[config.mk]
export PLATFORM = sky130hd
export DESIGN_NAME = uart_rx_fifo
export DESIGN_NICKNAME = d
export VERILOG_FILES = /design/src/rtl/uart_rx_fifo.sv
export SDC_FILE = /design/constraint.sdc
export NUM_CORES = 1
export LEC_CHECK = 0
export BUFFER_PORTS_ARGS = -buffer_cell sky130_fd_sc_hd__buf_2
export CORE_UTILIZATION = 59
export DETAILED_ROUTE_END_ITERATION = 10
export GPL_TIMING_DRIVEN = 0
export PLACE_DENSITY = 0.78
export REMOVE_ABC_BUFFERS = 1
export SKIP_CTS_REPAIR_TIMING = 1
export SYNTH_ARGS = -nofsm -noshare
export SYNTH_HDL_FRONTEND = slang
export SYNTH_SLANG_ARGS = --single-unit
[constraint.sdc]
create_clock -name clk -period 2.8 [get_ports clk]
set_clock_uncertainty 0.05 [all_clocks]
set_input_delay 0.28 -clock clk [delete_from_list [all_inputs] [get_ports clk]]
set_output_delay 0.28 -clock clk [all_outputs]
set_load 0.05 [all_outputs]
[src/rtl/uart_rx_fifo.sv]
// Oversampling UART receiver (2-of-3 majority vote) feeding a first-word-fall-through FIFO.
// Optional even parity bit (8E1) when UART_RX_PARITY_EN is defined; default build is 8N1.
module uart_rx_fifo #(
  parameter int clk_freq   = 1000000,
  parameter int baud_rate  = 9600,
  parameter int os_rate    = 8,
  parameter int fifo_depth = 4
) (
  input  logic                               clk,
  input  logic                               rst,
  input  logic                               rx,
  output logic [7:0]                         dout,
  output logic                               dout_valid,
  input  logic                               dout_ready,
  output logic                               frame_err,
  output logic                               parity_err,
  output logic                               overrun,
  output logic [$clog2(fifo_depth+1)-1:0]    fifo_count,
  output logic                               busy
);
  localparam int DIV = clk_freq / (baud_rate * os_rate);
  localparam int TW  = (DIV > 1) ? $clog2(DIV) : 1;
  localparam int OSW = $clog2(os_rate);
  localparam int AW  = $clog2(fifo_depth);
  localparam int CW  = $clog2(fifo_depth + 1);

  localparam logic [TW-1:0]  TICK_LAST = TW'(DIV - 1);
  localparam logic [OSW-1:0] OS_S0     = OSW'(os_rate / 2 - 1);
  localparam logic [OSW-1:0] OS_S1     = OSW'(os_rate / 2);
  localparam logic [OSW-1:0] OS_VOTE   = OSW'(os_rate / 2 + 1);
  localparam logic [OSW-1:0] OS_LAST   = OSW'(os_rate - 1);
  localparam logic [CW-1:0]  FULL_CNT  = CW'(fifo_depth);

  typedef enum logic [2:0] {
    S_IDLE,
    S_START,
    S_DATA,
`ifdef UART_RX_PARITY_EN
    S_PARITY,
`endif
    S_STOP
  } state_t;

  state_t         state_q, state_d;
  logic           rxMeta_q, rxSync_q;
  logic [TW-1:0]  tickCnt_q, tickCnt_d;
  logic [OSW-1:0] osCnt_q, osCnt_d;
  logic [2:0]     bitIdx_q, bitIdx_d;
  logic [7:0]     shift_q, shift_d;
  logic           samp0_q, samp0_d, samp1_q, samp1_d;
  logic           armed_q, armed_d;
  logic           frameErr_q, frameErr_d;
  logic           overrun_q;
  logic           tick, voteEvt, bitEnd, voteBit, push;
`ifdef UART_RX_PARITY_EN
  logic           parErr_q, parErr_d;
  logic           parityErr_q, parityErr_d;
`endif

  logic [7:0]     mem_q [fifo_depth];
  logic [AW-1:0]  wrPtr_q, rdPtr_q;
  logic [CW-1:0]  count_q;
  logic           fifoFull, pop, wrEn;

  always_ff @(posedge clk) begin
    if (rst) begin
      rxMeta_q <= 1'b1;
      rxSync_q <= 1'b1;
    end else begin
      rxMeta_q <= rx;
      rxSync_q <= rxMeta_q;
    end
  end

  assign tick    = (tickCnt_q == TICK_LAST);
  assign voteEvt = tick && (osCnt_q == OS_VOTE);
  assign bitEnd  = tick && (osCnt_q == OS_LAST);
  assign voteBit = (samp0_q & samp1_q) | (samp0_q & rxSync_q) | (samp1_q & rxSync_q);

  always_comb begin
    state_d    = state_q;
    tickCnt_d  = tick ? '0 : tickCnt_q + 1'b1;
    osCnt_d    = osCnt_q;
    bitIdx_d   = bitIdx_q;
    shift_d    = shift_q;
    samp0_d    = samp0_q;
    samp1_d    = samp1_q;
    armed_d    = armed_q;
    frameErr_d = 1'b0;
    push       = 1'b0;
`ifdef UART_RX_PARITY_EN
    parErr_d    = parErr_q;
    parityErr_d = 1'b0;
`endif
    if (tick) begin
      osCnt_d = (osCnt_q == OS_LAST) ? '0 : osCnt_q + 1'b1;
      if (osCnt_q == OS_S0) samp0_d = rxSync_q;
      if (osCnt_q == OS_S1) samp1_d = rxSync_q;
    end
    case (state_q)
      S_IDLE: begin
        if (rxSync_q) begin
          armed_d = 1'b1;
        end else if (armed_q) begin
          tickCnt_d = '0;
          osCnt_d   = '0;
          state_d   = S_START;
        end
      end
      S_START: begin
        if (voteEvt && voteBit) begin
          state_d = S_IDLE;
        end else if (bitEnd) begin
          bitIdx_d = '0;
          state_d  = S_DATA;
        end
      end
      S_DATA: begin
        if (voteEvt) shift_d = {voteBit, shift_q[7:1]};
        if (bitEnd) begin
          if (bitIdx_q == 3'd7) begin
`ifdef UART_RX_PARITY_EN
            state_d = S_PARITY;
`else
            state_d = S_STOP;
`endif
          end else begin
            bitIdx_d = bitIdx_q + 1'b1;
          end
        end
      end
`ifdef UART_RX_PARITY_EN
      S_PARITY: begin
        if (voteEvt) parErr_d = (^shift_q) ^ voteBit;
        if (bitEnd) state_d = S_STOP;
      end
`endif
      S_STOP: begin
        // The stop vote ends the frame at once so a back-to-back start bit is never missed.
        if (voteEvt) begin
          state_d = S_IDLE;
          if (!voteBit) begin
            frameErr_d = 1'b1;
            armed_d    = 1'b0;
          end
`ifdef UART_RX_PARITY_EN
          else if (parErr_q) parityErr_d = 1'b1;
`endif
          else push = 1'b1;
        end
      end
      default: state_d = S_IDLE;
    endcase
  end

  always_ff @(posedge clk) begin
    if (rst) begin
      state_q    <= S_IDLE;
      tickCnt_q  <= '0;
      osCnt_q    <= '0;
      bitIdx_q   <= '0;
      shift_q    <= '0;
      samp0_q    <= 1'b1;
      samp1_q    <= 1'b1;
      armed_q    <= 1'b1;
      frameErr_q <= 1'b0;
    end else begin
      state_q    <= state_d;
      tickCnt_q  <= tickCnt_d;
      osCnt_q    <= osCnt_d;
      bitIdx_q   <= bitIdx_d;
      shift_q    <= shift_d;
      samp0_q    <= samp0_d;
      samp1_q    <= samp1_d;
      armed_q    <= armed_d;
      frameErr_q <= frameErr_d;
    end
  end

`ifdef UART_RX_PARITY_EN
  always_ff @(posedge clk) begin
    if (rst) begin
      parErr_q    <= 1'b0;
      parityErr_q <= 1'b0;
    end else begin
      parErr_q    <= parErr_d;
      parityErr_q <= parityErr_d;
    end
  end
  assign parity_err = parityErr_q;
`else
  assign parity_err = 1'b0;
`endif

  assign fifoFull   = (count_q == FULL_CNT);
  assign dout_valid = (count_q != '0);
  assign pop        = dout_valid && dout_ready;
  // A simultaneous pop frees the slot, so a full FIFO still accepts the byte.
  assign wrEn       = push && (!fifoFull || pop);

  always_ff @(posedge clk) begin
    if (wrEn) mem_q[wrPtr_q] <= shift_q;
  end

  always_ff @(posedge clk) begin
    if (rst) begin
      wrPtr_q   <= '0;
      rdPtr_q   <= '0;
      count_q   <= '0;
      overrun_q <= 1'b0;
    end else begin
      if (wrEn) wrPtr_q <= wrPtr_q + 1'b1;
      if (pop) rdPtr_q <= rdPtr_q + 1'b1;
      case ({wrEn, pop})
        2'b10:   count_q <= count_q + 1'b1;
        2'b01:   count_q <= count_q - 1'b1;
        default: count_q <= count_q;
      endcase
      overrun_q <= push && fifoFull && !pop;
    end
  end

  assign dout       = dout_valid ? mem_q[rdPtr_q] : 8'h00;
  assign fifo_count = count_q;
  assign frame_err  = frameErr_q;
  assign overrun    = overrun_q;
  assign busy       = (state_q != S_IDLE);

endmodule

==> results of run 1 <==
-- synthesized netlist by cell type (all sizes together) (2+ instances only) --
library cell | n | share of area [%]
or3 | 2 | 0.43
or2 | 2 | 0.43
nor2 | 24 | 3.1
inv | 11 | 1.4
xnor2 | 2 | 0.60
nor3 | 7 | 1.2
and3 | 2 | 0.43
o21ai | 2 | 0.34
a21oi | 9 | 1.7
mux2i | 10 | 3.4
clkbuf | 8 | 1.1
ha | 13 | 5.6
and2 | 12 | 2.6
a31oi | 3 | 0.65
nand2b | 2 | 0.43
a22oi | 2 | 0.52
nand3 | 8 | 1.4
mux4 | 8 | 6.2
edfxtp | 32 | 33
nand2 | 7 | 0.91
mux2 | 2 | 0.78
nor2b | 2 | 0.43
dfxtp | 36 | 25
and4 | 2 | 0.69
buf | 5 | 1.2
xor2 | 3 | 0.91
-- cell usage in the layout, fill, tap and decap left out, drive strengths merged, types with 8 or more instances in the layout --
| cell | Yosys | routed |
|---|---|---|
| dfxtp | 36 | 36 |
| edfxtp | 32 | 32 |
| nor2 | 24 | 24 |
| buf | 5 | 19 |
| ha | 13 | 13 |
| and2 | 12 | 12 |
| inv | 11 | 11 |
| mux2i | 10 | 10 |
| clkbuf | 8 | 10 |
| a21oi | 9 | 9 |
| mux4 | 8 | 8 |
| nand3 | 8 | 8 |
-- cell families after synthesis --
group | count (synthesis) | share of synthesized area (%)
muxes | 20 | 10.43
adders and majority gates | 15 | 6.638
DFF | 68 | 57.93
buffers and inverters | 24 | 3.664
other | 1 | 0.1292
AOI/OAI and AO/OA | 25 | 5.863
and+or+nand+nor | 76 | 13.84
xor gates and xnor gates | 5 | 1.509
-- final cells by class --
cell class / count / area [sq um] / area share [%]
Clock buffer: 10 / 137.6 / 4.278
Sequential cell: 68 / 1682 / 52.28
Clock inverter: 6 / 53.80 / 1.672
Multi-Input combinational cell: 142 / 1121 / 34.85
Timing Repair Buffer: 19 / 97.59 / 3.034
Inverter: 11 / 41.29 / 1.284
Tap cell: 67 / 83.83 / 2.606
-- per-layer routing --
metal | share of wire, % | routed length [um] | vias to the layer above
li1 | - | - | 867
met1 | 47 | 2142 | 826
met2 | 48 | 2212 | 26
met3 | 2.6 | 121 | 10
met4 | 2.6 | 120 | 0
met5 | 0 | 0 | -
-- power by group through the flow --
stage	combinational (mW)	sequential, mW	clock (mW)
final	0.0429	1.05	0.768
after global routing	0.0477	1.05	0.819
after CTS	0.0434	1.05	0.782
after detailed placement	0.0426	1.07	0
after global placement	0.0419	1.07	0
after floorplan	0.0287	1.07	0
-- final timing paths --
kind | end
worst min register to register | rxSync_q$_SDFF_PP1_
worst max-delay path | fifo_count[2]$_SDFFE_PP0P_
worst max register to register | fifo_count[2]$_SDFFE_PP0P_
worst min-delay path | rxMeta_q$_SDFF_PP1_
-- registers in the layout (all words and copies together) (netlist names), named ones only --
| name | flops |
|---|---|
| rxSync_q | 1 |
| osCnt_q | 3 |
| fifo_count | 3 |
| tickCnt_q | 4 |
| rdPtr_q | 2 |
| bitIdx_q | 3 |
| shift_q | 8 |
| armed_q | 1 |
| samp0_q | 1 |
| mem_q | 32 |
| wrPtr_q | 2 |
| rxMeta_q | 1 |
| frame_err | 1 |
| overrun | 1 |
| state_q | 2 |
| samp1_q | 1 |
-- worst max-delay path, cell delays in order (launching register included) --
cell	delay [ps]
dfxtp_1	340
inv_1	70
ha_1	180
and3_1	510
a31oi_1	240
fa_1	420
a311oi_1	230
a31oi_1	90
mux2_1	340
-- stage by stage --
| step | total power [mW] | worst slack, ps |
|---|---|---|
| floorplan | 1.094 | 279.0 |
| global placement | 1.109 | -380.0 |
| detailed placement | 1.110 | 249.2 |
| CTS | 1.871 | 241.3 |
| global route | 1.913 | 11.56 |
| finish | 1.856 | 216.7 |
==> metrics.md, run 1 <==
| Metric | Value |
|---|---|
| Outcome | `finished, violations left` |
| Failing checks | `DRC` |
| Internal cell power | `1.478 mW` |
| Hold Crit Start | `rx` |
| Met1 usage in global routing | `24.39%` |
| Placed Area | `3025 sq um` |
| CP arrival | `2750 ps` |
| First-pass GRT wire length | `7.465 mm` |
| Clock share of power | `41.4%` |
| Initial antenna violation count | `0` |
| Cell Pwr Density | `577.0 nW/um^2` |
| CP Launch Type | `flip-flop` |
| Hold Crit Class | `primary input to flip-flop` |
| Post-synthesis cell count | `234` |
| Net Switching | `378.3 uW` |
| Worst-Margin Slew | `746.6 ps` |
| Clk Latency, worst-skew pair | `330 ps` |
| Final Setup Violations | `0` |
| HPWL Detailed | `3.064 mm` |
| Sequential area share after synthesis | `57.93%` |
| Max Clk Rate | `0.3871 GHz` |
| Layout Utilization | `68.11%` |
| CTS tree | `done` |
| Vias | `1729` |
| Setup repair after global routing missed its margin | `false` |
| Gr usage total | `19.44%` |
| Cell count of the worst reg-to-reg path | `8` |
| Crit path time final | `2583 ps` |
| Clock Tree Root | `clkbuf_8` |
| Die ar. | `5204 sq um` |
| Fin. max-slew vios | `0` |
| Clk sink count | `68` |
| # IOs | `20` |
| Met2 Use GR | `30.84%` |
| Hold Fails Final Rpt | `0` |
| Gate power share | `2.3%` |
| Fill cells | `355` |
| Switching part of the total power | `20.38%` |
| Post-Route WL | `4.596 mm` |
| Worst hold stages | `2` |
| Worst Setup Path Type | `flip-flop to flip-flop` |
| Netlist cell types | `49` |
| DIE HEIGHT | `72.14 um` |
| Nets | `269` |
| DRC | `2` |
| Pleak | `1.216 nW` |
| Vias in the first global route | `1613` |
| Design area | `3217 sq um` |
| Top FF cell, synth | `dfxtp_1` |
| Starting density of the core | `61.46%` |
| Area growth, synth to finish | `10.82%` |
| Mean Syn Cell Area | `12.41 sq um` |
| Synth Warn # | `0` |
| DRT iter0 DRCs | `137` |
| CTS max path bufs | `2` |
| CTS clk-pin slew, worst paths | `70 ps` |
| Setup TNS Final | `0 ps` |
| Synth Register Bits | `68` |
| Setup slack, reg-to-reg | `220 ps` |
| N_diodes | `0` |
| Crit path from | `tickCnt_q[0]$_SDFF_PP0_` |
| Met3 GRT Util | `4.167%` |
| DR vias/cell | `5.353` |
| Post-Layout Cell Count | `323` |
| Drt pass-1 iters | `7` |
| Layout cells sized above 1 | `19.53%` |
| Synth async-reset ratio | `0%` |
| Cell area after synthesis | `2903 sq um` |
| Final ANT Viol Nets | `0` |
| Dpl cells | `307` |
| Drt wl/cell | `14.23 um` |
| GRT overflow | `0` |
| Hold WS | `80.22 ps` |
| Worst endpoint required time | `2970 ps` |
| VDD IR max | `0.3363 mV` |
| Busiest layer in global routing | `met2` |
| Num CTS Buffers | `9` |
| Core area | `4723 sq um` |
| PortBufs | `18` |
| RR Startpoint | `tickCnt_q[0]$_SDFF_PP0_` |
| Flop pwr share | `56.3%` |
| Largest net degree at the start of global routing | `30` |
| Placer congestion estimate | `0.7029` |
| Slew headroom | `50.10%` |
| Post-synth EDFFs | `32` |
| CP Capture Type | `flip-flop` |
| Period utilization | `92.26%` |
| Peak fanout along the critical path | `16` |
| Die width | `72.14 um` |
| Max-Cap Viols | `0` |
| # H-tree levels | `3` |
| Cell row count | `25` |
No activity file was read; power rests on OpenSTA's default activity.
==> run 2, diff against run 1 <==
--- a/config.mk
+++ b/config.mk
@@ -10,6 +10,7 @@
 export DETAILED_ROUTE_END_ITERATION = 10
 export GPL_TIMING_DRIVEN = 0
 export PLACE_DENSITY = 0.78
+export RECOVER_POWER = 100
 export REMOVE_ABC_BUFFERS = 1
 export SKIP_CTS_REPAIR_TIMING = 1
 export SYNTH_ARGS = -nofsm -noshare
==> metrics.md, run 2 (synthesis results as in run 1) <==
| Metric | Value |
|---|---|
| Commonest non-fill, non-tap cell in the layout | `dfxtp_1 (unchanged)` |
| Vias in the first global route | `1613 (unchanged)` |
| N_diodes | `0 (unchanged)` |
| Clk Latency, worst-skew pair | `330 ps (about the same)` |
| Max Clk Rate | `0.3931 GHz (was 0.3871 GHz)` |
| Hold WS | `79.94 ps (was 80.22 ps)` |
| Drt wl/cell | `14.26 um (was 14.23 um)` |
| Final Setup Violations | `0 (unchanged)` |
| Post-Route WL | `4.607 mm (was 4.596 mm)` |
| Clock Tree Root | `clkbuf_8 (unchanged)` |
| DIE HEIGHT | `72.14 um (unchanged)` |
| DRT iter0 DRCs | `167 (was 137)` |
| Setup TNS Final | `0 ps (unchanged)` |
| VDD IR max | `0.3364 mV (was 0.3363 mV)` |
| Area growth, synth to finish | `9.785% (was 10.82%)` |
| # IOs | `20 (unchanged)` |
| Nets | `269 (unchanged)` |
| Period utilization | `90.86% (was 92.26%)` |
| Fill cells | `368 (was 355)` |
| Worst Setup Path Type | `flip-flop to flip-flop (unchanged)` |
| Dpl cells | `307 (unchanged)` |
| Total power | `1.855 mW (was 1.856 mW)` |
| Hold Crit Start | `rx (unchanged)` |
| Largest Register | `mem_q (unchanged)` |
| Cell count of the worst reg-to-reg path | `8 (unchanged)` |
| Worst-Margin Slew | `1205 ps (was 746.6 ps)` |
| Setup repair after global routing missed its margin | `false (unchanged)` |
| Core area | `4723 sq um (unchanged)` |
| First-pass GRT wire length | `7.465 mm (unchanged)` |
| Gr usage total | `19.44% (unchanged)` |
| PortBufs | `18 (unchanged)` |
| Layout cells sized above 1 | `11.72% (was 19.53%)` |
| Regs by FF count | `mem_q (32), shift_q (8), tickCnt_q (4) (unchanged)` |
| Vias | `1742 (was 1729)` |
| Placed Area | `3025 sq um (unchanged)` |
| Capturing point of the worst reg2reg path | `fifo_count[2]$_SDFFE_PP0P_ (unchanged)` |
| Worst hold stages | `2 (unchanged)` |
| CP Launch Type | `flip-flop (unchanged)` |
| DRC | `0 (was 2)` |
| Starting density of the core | `61.46% (unchanged)` |
| CP arrival | `2720 ps (was 2750 ps)` |
| Clk sink count | `68 (unchanged)` |
| Drt pass-1 iters | `4 (was 7)` |
| HPWL Detailed | `3.064 mm (unchanged)` |
| Worst endpoint required time | `2970 ps (about the same)` |
| Largest net degree at the start of global routing | `30 (unchanged)` |
| CP Capture Type | `flip-flop (unchanged)` |
| RR Startpoint | `tickCnt_q[0]$_SDFF_PP0_ (unchanged)` |
| Max-Cap Viols | `0 (unchanged)` |
| Cell row count | `25 (unchanged)` |
| Setup slack, reg-to-reg | `260 ps (was 220 ps)` |
| Peak fanout along the critical path | `16 (unchanged)` |
| Outcome | `complete, no violations (was finished, violations left)` |
| Placer congestion estimate | `0.7029 (unchanged)` |
| Cell Pwr Density | `582.2 nW/um^2 (was 577.0 nW/um^2)` |
| Num CTS Buffers | `9 (unchanged)` |
| Slew headroom | `19.66% (was 50.10%)` |
| CTS tree | `done (unchanged)` |
| Die width | `72.14 um (unchanged)` |
| Hold endpoint | `rxMeta_q$_SDFF_PP1_ (unchanged)` |
| Design area | `3187 sq um (was 3217 sq um)` |
| CTS clk-pin slew, worst paths | `70 ps (about the same)` |
| Final ANT Viol Nets | `0 (unchanged)` |
| Crit path time final | `2544 ps (was 2583 ps)` |
| Die ar. | `5204 sq um (unchanged)` |
| CTS max path bufs | `2 (unchanged)` |
| DR vias/cell | `5.393 (was 5.353)` |
| Initial antenna violation count | `0 (unchanged)` |
| Hold Fails Final Rpt | `0 (unchanged)` |
| GRT overflow | `0 (unchanged)` |
| Hold Crit Class | `primary input to flip-flop (unchanged)` |
| # H-tree levels | `3 (unchanged)` |
| Fin. max-slew vios | `0 (unchanged)` |
| Number of flip-flops in the largest register | `32 (unchanged)` |
| Post-Layout Cell Count | `323 (unchanged)` |
| Pleak | `1.137 nW (was 1.216 nW)` |
| Most frequent cells in the layout | `dfxtp_1, edfxtp_1, nor2_1 (unchanged)` |
run 2: changes by cell type in the layout (fill, tap and decap cells not counted), sizes merged:
| cell | change |
|---|---|
| clkbuf | +17 |
| buf | -17 |
run 2: layout make-up:
type | instances | area [sq um] | share of cell area (%)
Clock buffer | 10 | 137.6 | 4.319
Tap cell | 67 | 83.83 | 2.631
Sequential cell | 68 | 1682 | 52.77
Multi-Input combinational cell | 142 | 1115 | 34.98
Clock inverter | 6 | 53.80 | 1.688
Inverter | 11 | 41.29 | 1.296
Timing Repair Buffer | 19 | 73.82 | 2.316
run 2: where the power goes:
part           total, mW  internal (mW)  switching [mW]
Combinational     0.0420         0.0133          0.0287
Clock              0.768          0.426           0.342
Sequential          1.05           1.04         0.00758
run 2: worst max-delay path by stage:
stage | from | to | slack, ps | depth (start not counted)
2_1_floorplan | tickCnt_q[0]$_SDFF_PP0_ | shift_q[7]$_SDFFE_PP0P_ | 280 | 6
3_3_place_gp | tickCnt_q[0]$_SDFF_PP0_ | shift_q[0]$_SDFFE_PP0P_ | -380 | 6
3_5_place_dp | tickCnt_q[0]$_SDFF_PP0_ | fifo_count[2]$_SDFFE_PP0P_ | 250 | 8
4_1_cts | tickCnt_q[0]$_SDFF_PP0_ | fifo_count[2]$_SDFFE_PP0P_ | 240 | 8
5_1_grt | tickCnt_q[0]$_SDFF_PP0_ | fifo_count[2]$_SDFFE_PP0P_ | 50 | 8
6_report | tickCnt_q[0]$_SDFF_PP0_ | fifo_count[2]$_SDFFE_PP0P_ | 260 | 8
run 2: through the flow:
step / utilization (%) / setup slack (ps)
6_report: 67.47 / 256.0
5_1_grt: 67.47 / 48.06
4_1_cts: 68.11 / 241.3
3_5_place_dp: 64.05 / 249.2
3_3_place_gp: 63.76 / -380.0
2_1_floorplan: - / 279.0
run 2: worst max-delay path, cell delays in order (launching register included):
cell	delay, ps
dfxtp_1	340
inv_1	70
ha_1	180
and3_1	510
a31oi_1	220
fa_1	420
a311oi_1	230
a31oi_1	90
mux2_1	340
run 2: per-layer routing:
metal | global-route usage, % | up-vias | share of wire (%)
met3 | 4.167 | 10 | 3.2
met1 | 24.39 | 830 | 46
met4 | 12.20 | 0 | 2.6
li1 | - | 870 | -
met2 | 30.84 | 32 | 48
met5 | 0 | - | 0
